## src/rtl/counter_ctrl.sv

```systemverilog
// Sequencing controller for the 4-bit count datapath: accepts count commands,
// runs 0..limit one-shot or periodically, with pause/abort and registered status pulses.
module counter_ctrl #(
    parameter int WIDTH = 4
) (
    input  logic             clk,
    input  logic             rst,
    input  logic             cmd_valid,
    output logic             cmd_ready,
    input  logic [WIDTH-1:0] cmd_limit,
    input  logic             cmd_periodic,
    input  logic             pause,
    input  logic             abort,
    output logic [WIDTH-1:0] count,
    output logic             busy,
    output logic             tick,
    output logic             done,
    output logic             aborted
);

    localparam logic [1:0] IDLE  = 2'd0;
    localparam logic [1:0] RUN   = 2'd1;
    localparam logic [1:0] PAUSE = 2'd2;

    logic [1:0]       state;
    logic [WIDTH-1:0] limit_q;
    logic             periodic_q;

    assign cmd_ready = (state == IDLE);
    assign busy      = (state == RUN) || (state == PAUSE);

    always_ff @(posedge clk) begin
        if (rst) begin
            state      <= IDLE;
            count      <= '0;
            limit_q    <= '0;
            periodic_q <= 1'b0;
            tick       <= 1'b0;
            done       <= 1'b0;
            aborted    <= 1'b0;
        end else begin
            tick    <= 1'b0;
            done    <= 1'b0;
            aborted <= 1'b0;
            case (state)
                IDLE: begin
                    if (cmd_valid) begin
                        limit_q    <= cmd_limit;
                        periodic_q <= cmd_periodic;
                        count      <= '0;
                        state      <= RUN;
                    end
                end
                RUN: begin
                    // abort beats pause beats counting; a tick due on an abort/pause edge is dropped
                    if (abort) begin
                        count   <= '0;
                        aborted <= 1'b1;
                        state   <= IDLE;
                    end else if (pause) begin
                        state <= PAUSE;
                    end else if (count == limit_q) begin
                        tick  <= 1'b1;
                        count <= '0;
                        if (!periodic_q) begin
                            done  <= 1'b1;
                            state <= IDLE;
                        end
                    end else begin
                        count <= count + 1'b1;
                    end
                end
                PAUSE: begin
                    // the resume edge only changes state; counting restarts on the following edge
                    if (abort) begin
                        count   <= '0;
                        aborted <= 1'b1;
                        state   <= IDLE;
                    end else if (!pause) begin
                        state <= RUN;
                    end
                end
                default: begin
                    state <= IDLE;
                    count <= '0;
                end
            endcase
        end
    end

endmodule

```

## config.mk

```make
export PLATFORM = sky130hd
export DESIGN_NAME = counter_ctrl
export DESIGN_NICKNAME = d
export VERILOG_FILES = /design/src/rtl/counter_ctrl.sv
export SDC_FILE = /design/constraint.sdc
export NUM_CORES = 1
export LEC_CHECK = 0
export BUFFER_PORTS_ARGS = -buffer_cell sky130_fd_sc_hd__clkbuf_2
export CORE_MARGIN = 2
export CORE_UTILIZATION = 55
export CTS_BUF_LIST = sky130_fd_sc_hd__clkbuf_8
export CTS_CLUSTER_SIZE = 24
export DETAILED_ROUTE_END_ITERATION = 7
export PLACE_DENSITY = 0.82
export SLEW_MARGIN = 20
export SYNTH_ARGS = -nofsm -noshare
export SYNTH_HDL_FRONTEND = slang
export SYNTH_SLANG_ARGS = --single-unit
```

## constraint.sdc

```tcl
create_clock -name clk -period 5.5 [get_ports clk]
set_input_delay 0.275 -clock clk [delete_from_list [all_inputs] [get_ports clk]]
set_output_delay 0.275 -clock clk [all_outputs]
set_load 0.03 [all_outputs]
```

# Word-level counts from Yosys, hierarchy flattened
# Cells that the tools add are included.
# W data, S select, Z words.
[op_classes]
add_sub_neg = 1
multipliers = 0
div_mod_pow = 0
n_lt_le_gt_ge = 0
n_eq_ne = 9
shifts = 0
n_mux = 17
n_bitwise = 3
reduce_logical = 9
[op_table]
columns = ["op", "count"]
rows = [
  ["$mux W4", 5],
  ["$mux W2", 7],
  ["$pmux W4 S3", 1],
  ["$ne A3 B3 Y1 const B", 2],
  ["$pmux W2 S3", 1],
  ["$reduce_or A5 Y1", 1],
  ["$add A4 B1 Y4 const B", 1],
  ["$eq A4 B4 Y1", 1],
  ["$ne A2 B2 Y1 const B", 2],
  ["$ne A4 B3 Y1 const B", 1],
  ["$ne A4 B4 Y1 const B", 1],
  ["$reduce_and A4 Y1", 1],
  ["$reduce_or A2 Y1", 2],
  ["$reduce_or A4 Y1", 1],
  ["$mux W1", 3],
  ["$not A1 Y1", 3],
  ["$reduce_and A3 Y1", 1],
  ["$eq A2 B1 Y1 const B", 1],
  ["$eq A2 B2 Y1 const B", 1],
  ["$logic_not A2 Y1", 1],
  ["$reduce_and A2 Y1", 1],
  ["$logic_or A1 B1 Y1", 1],
]
[word_totals]
ff_bits = 14
latchBits = 0
mem_bits_rw = 0
mem_bits_ro = 0
inputBits = 10
n_memories = 0

# Depth between registers and ports, before layout
# Gate-level depths: netlist of run 1.
[depth]
depth_word = 5
ltp_mapped = 7
depth_no_buf = 6

# Least setup slack after synthesis of run 1
# No wires, ideal clock.
[synth_path]
path_type = "register to register"
startpoint = "register state[0]"
endpoint = "register state[1]"
arrival_time_ns = 1.844
required_ns = 5.430
path_slack_ns = 3.585
path_stages_with_launch = 8
path_buffers = 1
cell_sequence = "dfxtp_1 > inv_1 > ha_1 > clkbuf_2 > nor2b_4 > a221o_1 > or4_1 > a21oi_1"
[synth_via]
elab_chain_cells = 3
word_cells_on_any_way = 9
[synth_lines]
columns = ["element", "line", "rtl"]
rows = [
  ["from (decl)", "25", "logic [1:0] state;"],
  ["from (signal assigned)", "34", "state <= IDLE;"],
  ["from (signal assigned)", "51", "state <= RUN;"],
  ["from (signal assigned)", "59", "state <= IDLE;"],
  ["$logic_not A2 Y1 (*)", "-", ""],
  ["named net cmd_ready", "9", "output logic cmd_ready,"],
  ["$ne A2 B2 Y1 (no line)", "-", ""],
  ["$reduce_and A4 Y1 (no line)", "-", ""],
]
# The timed path passes the listed nets; every way through them passes the cells marked *.
# A chain may end at the register's enable or synchronous reset.

# Worst setup path after layout of run 1
[layout_path]
startpoint = "register state[0]"
endpoint = "register state[1]"
[layout_via]
elab_chain_cells = 3
word_cells_on_any_way = 9
[layout_lines]
columns = ["element", "line", "rtl"]
rows = [
  ["$eq A2 B1 Y1 (tied with other cells)", "45", "case (state)"],
  ["$ne A4 B3 Y1 (no line) (tied with other cells)", "-", ""],
  ["$reduce_and A4 Y1 (no line)", "-", ""],
]
# Several ways; a longest one is shown, not always the timed one.

==> impl_metrics.tcl, run 1 <==
set metrics [dict create \
    fin_area_um2 873 \
    nFillCells 109 \
    worst_pin_slew_ns 0.477 \
    synth.most_common_cell "dfxtp_1" \
    grt_pass1_vias 564 \
    rsz0062_at_grt "false" \
    ys_ff_latch 14 \
    status "completed" \
    path_cells "inv_1 -> ha_1 -> nor2b_4 -> a221o_1 -> or4_1 -> a21oi_1" \
    cts_setup_buffers 0 \
    ys.flop_type "dfxtp_1" \
    ys_warn_count 0 \
    grt-ovfl-total 0 \
    cp.arrival_ns 2.06 \
    clkLatencyLatePin_ns 0.25 \
    vias 652 \
    path_clk_slew_ns 0.06 \
    cts_max_level 1 \
    synth_area_leaders "dfxtp_1 38%, ha_1 8.5%, a21oi_1 6.1%" \
    synth-edff-count 0 \
    io_pins 19 \
    wl_um 1530 \
    netlist_area_um2 736 \
    crit_required_ns 5.67 \
    cellPowerDensity_mw_per_mm2 302 \
    post_synth.cell_area_avg_um2 8.86 \
    place.gp.congestion 0.837 \
    drive_gt1_frac 0.228 \
    cts_sinks 14 \
    synth_cell_types 29 \
    syn_inst 83 \
    antenna_found_initial 0 \
    crit_fanout 9 \
    max_clock_freq_mhz 531 \
    core.rowCount 13 \
    yosys-top-cells-count "14 x dfxtp_1, 9 x a21oi_1, 9 x nand2_1, 7 x nand3_1, 5 x ha_1" \
    async_reset_ff_frac 0 \
    multi_input_area_um2 432 \
    place_area_um2 832 \
    hold_buffers 0 \
    drtPass1Iterations 4 \
    num-nets-final 118 \
    cts_tree "yes" \
    relSlewSlack 0.678 \
    num_antenna_cells 0 \
    vdd_drop_max_v 0.000238 \
    hold_path.class "in2reg" \
    cp_slowest_cell "or4_1" \
    report.final.hold_viol_count 0 \
    cp-start-kind "register" \
    static-leakage-power_uw 0.000365 \
    grt_max_degree 19 \
    detail_route.iter0.violations 16 \
    synth_nets 98 \
    fin_util 0.688 \
    die_h_um 40.6 \
    drt-vias-per-instance 5.62 \
    place_hpwl_um 1090 \
    post-route-period-util 0.342 \
    drc_errors 0 \
    regArea_um2 280 \
    critical_path_class "reg2reg" \
    grt_pass1_wl_um 2350 \
    die_w_um 40.6 \
    min_period_ns 1.88 \
    total_power_uw 264 \
    max_stage_delay_ns 0.40 \
    dieArea_mm2 0.00165 \
    drv_slew 0 \
    skew_ns 0.000958 \
    yosysTopAreaCell "dfxtp_1" \
    finalSetupViolations 0 \
    core_mm2 0.00127 \
    max-clock-path-buffers 2 \
    grt.total_usage 0.222 \
    cts-root-buf "clkbuf_8" \
    ys_seq_area_frac 0.381 \
    synth_top_area_frac 0.381 \
    wl_per_cell_um 13.2 \
    cts_resized 0 \
    cts_buffers 3 \
    tns_ns 0 \
    numPortBuffers 18 \
    maxCapViolations 0 \
    area_growth_pct 18.7 \
    start_util 0.580 \
    route.antenna.remaining_nets 0 \
    crit_path_end_kind "register" \
]
routing by layer:
layer / vias to the layer above / global-route usage / wire length [um]
met5: - / 0 / 0
met4: 0 / 0.100 / 20
met2: 16 / 0.373 / 713
li1: 346 / - / -
met3: 3 / 0.0500 / 59
met1: 287 / 0.265 / 737
worst paths after layout:
check                                  start          to  slack, ns  depth (start not counted)
worst max-delay path                state[0]    state[1]       3.62                          6
worst min-delay path            cmd_periodic  periodic_q       0.26                          3
worst max register to register      state[0]    state[1]       3.62                          6
worst min register to register    limit_q[1]  limit_q[1]       0.48                          2
cell families after synthesis:
| group | synth area share |
|---|---|
| compound gates | 0.185 |
| xor+xnor | 0.0476 |
| fa+ha+maj | 0.0850 |
| buf+inv | 0.0323 |
| flops | 0.381 |
| simple gates | 0.269 |
report_power, final:
group	internal, uW	total (uW)	switching (uW)
clock	48.5	84.7	36.2
combinational	24.5	66.0	41.5
sequential	108	113	4.99
total	181	264	82.7
flip-flops by register name, indices dropped and copies added (netlist names):
name	count
aborted	1
count	4
tick	1
state	2
done	1
limit_q	4
periodic_q	1
critical path: cells and delay by family (launching register included):
| family | cells | cell delay, ns |
|---|---|---|
| DFF | 1 | 0.36 |
| adders and majority gates | 1 | 0.31 |
| and+or+nand+nor | 2 | 0.57 |
| buffers and inverters | 1 | 0.09 |
| AOI/OAI and AO/OA | 2 | 0.46 |
placed cells by master, fill, tap and decap left out, types with 3 or more instances in the layout:
| cell | n |
|---|---|
| xnor2_1 | 4 |
| nor2b_1 | 3 |
| clkbuf_8 | 3 |
| clkbuf_2 | 18 |
| nand2_1 | 9 |
| ha_1 | 5 |
| a21oi_1 | 9 |
| dfxtp_1 | 14 |
| a221o_1 | 3 |
| inv_1 | 3 |
| nand3_1 | 7 |
metrics by stage:
step                      worst slack, ns  std cells  hold slack (ns)
final                                3.62        116            0.262
after global routing                 3.51        116            0.271
after CTS                            3.63        116            0.270
after detailed placement             3.68        113            0.468
after global placement               3.74        113            0.464
after floorplan                      3.59         83            0.389
layout make-up:
| cell class | instances | area share |
|---|---|---|
| timing repair buffer | 18 | 0.103 |
| sequential | 14 | 0.321 |
| tap | 15 | 0.0215 |
| clock buffer | 3 | 0.0473 |
| inverter | 3 | 0.0129 |
| multi-input combinational | 63 | 0.494 |
(Power assumes the default switching activity.)
==> run 2: changes to the inputs <==
CORE_UTILIZATION = 48   (was 55)
PLACE_DENSITY = 0.75   (was 0.82)
clock period = 1.7 ns   (was 5.5 ns; I/O delays follow)
==> run 2 against run 1 <==
Against the previous run:
- cell count rose by 3.4%
- critical path depth did not move
- combinational power rose to 3.8 times the previous value
- final area rose by 6.9%
- sequential power rose to 3.3 times the previous value
- worst setup slack got worse by 3.7 ns
- via count rose by 6.0%
- total power rose to 3.4 times the previous value
- critical path type unchanged
- global-route usage fell by 3.4 points
- the run now ends with negative setup slack left
- hold slack got worse by 0.18 ns
- sequential share of layout area fell by 1.8 points
==> impl_metrics.tcl, run 2 (synthesis gave the netlist of run 1 again) <==
set metrics [dict create \
    status "finished, violations left" \
    violations "negative setup slack" \
    cts-root-buf "clkbuf_8" \
    place_hpwl_um 1200 \
    crit_fanout 3 \
    crit_required_ns 1.87 \
    vdd_drop_max_v 0.000600 \
    top_regs "count x4, limit_q x4, state x2" \
    cp-startpoint "state[0]" \
    hold_depth 3 \
    regArea_um2 283 \
    critical_path_class "reg2reg" \
    wl_um 1630 \
    io_pins 19 \
    detail_route.iter0.violations 18 \
    cellPowerDensity_mw_per_mm2 953 \
    cts_sinks 14 \
    mostFrequentLayoutCells "18 x clkbuf_2, 12 x dfxtp_1, 9 x nand2_1" \
    timing.hold.ws_ns 0.0793 \
    drv_slew 0 \
    r2r_start "state[0]" \
    place.gp.congestion 0.783 \
    area_growth_pct 26.9 \
    hold_path.class "in2reg" \
    dieArea_mm2 0.00186 \
    total_power_uw 889 \
    max_clock_freq_mhz 577 \
    vias 691 \
    antenna_found_initial 0 \
    grt_pass1_wl_um 2620 \
    core.rowCount 14 \
    tns_ns -0.0336 \
    grt.total_usage 0.188 \
    multi_input_area_um2 465 \
    wl_per_cell_um 13.6 \
    die_h_um 43.2 \
    max-clock-path-buffers 2 \
    numPortBuffers 18 \
    grt-ovfl-total 0 \
    skew_ns 0.00161 \
    cp-start-kind "register" \
    num_antenna_cells 0 \
    route.antenna.remaining_nets 0 \
    core_mm2 0.00147 \
    num-nets-final 121 \
    die_w_um 43.2 \
    drt-vias-per-instance 5.76 \
    cts_tree "yes" \
    reg2reg_to "state[1]" \
    cts_max_level 1 \
    min_period_ns 1.73 \
    worst_pin_slew_ns 0.462 \
    relSlewSlack 0.688 \
    start_util 0.500 \
    cp.arrival_ns 1.90 \
    grt_max_degree 19 \
    static-leakage-power_uw 0.000386 \
    cts_buffers 3 \
    final_common_cell "clkbuf_2" \
    drtPass1Iterations 4 \
    finalSetupViolations 1 \
    drive_gt1_frac 0.346 \
    post-route-period-util 1.02 \
    nFillCells 128 \
    grt_pass1_vias 604 \
    setup_slack_ns -0.0336 \
    report.final.hold_viol_count 0 \
    rsz0062_at_grt "true" \
    crit_path_end_kind "register" \
    path_clk_slew_ns 0.06 \
    drc_errors 0 \
    setup.worst_path.end "state[1]" \
    clkLatencyLatePin_ns 0.24 \
    rr_worst_depth 6 \
    maxCapViolations 0 \
    r2r_setup_slack_ns -0.03 \
]
## run 2: cell types whose count changed in the layout (fill, tap and decap cells not counted), sizes merged
cell and delta:
buf +3
## run 2: final cells by class
type	count	area share
Multi-Input combinational cell	63	0.499
Sequential cell	14	0.303
Timing Repair Buffer	21	0.121
Clock buffer	3	0.0442
Tap cell	16	0.0214
Inverter	3	0.0121
## run 2: repair_timing
item | 4_1_cts | 5_1_grt
gates resized for setup | 0 | 5
buffers inserted | 0 | 1
setup endpoints to repair | 1 | 4
hold buffers | 0 | 0
pin swaps | 1 | 1
## run 2: metrics by stage
stage	util	setup WS [ns]	cell area, um^2	std cells
CTS	0.615	0.0106	905	119
global route	0.634	-0.0880	933	120
floorplan	-	0.00200	759	83
finish	0.634	-0.0336	933	120
global placement	0.587	0.0247	863	116
detailed placement	0.587	-0.0124	863	116
## run 2: worst max-delay path: stages, from the launching register on
cell and delay, ns:
dfxtp_2 0.36, inv_2 0.06, ha_2 0.18, nor2b_1 0.14, a221o_1 0.37, or4_4 0.42
a21oi_2 0.13
## run 2: worst min-delay path by stage
stage | from | to | slack (ns)
after floorplan | abort | aborted | 0.20
after global placement | cmd_limit[2] | limit_q[2] | 0.32
after detailed placement | cmd_limit[1] | limit_q[1] | 0.33
after CTS | cmd_limit[3] | limit_q[3] | 0.08
after global routing | cmd_limit[0] | limit_q[0] | 0.1
final | cmd_limit[3] | limit_q[3] | 0.08
## run 2: power by group
| group | internal, uW | switching (uW) | total, uW |
|---|---|---|---|
| Clock | 156 | 110 | 266 |
| Combinational | 106 | 148 | 254 |
| Sequential | 351 | 18.0 | 369 |
## run 2: metal layers
metal / part of all wire / vias up / global-route usage
met5: 0 / - / 0
li1: - / 352 / -
met1: 0.45 / 306 / 0.247
met2: 0.48 / 29 / 0.290
met4: 0.0074 / 0 / 0.0727
met3: 0.065 / 4 / 0.0511
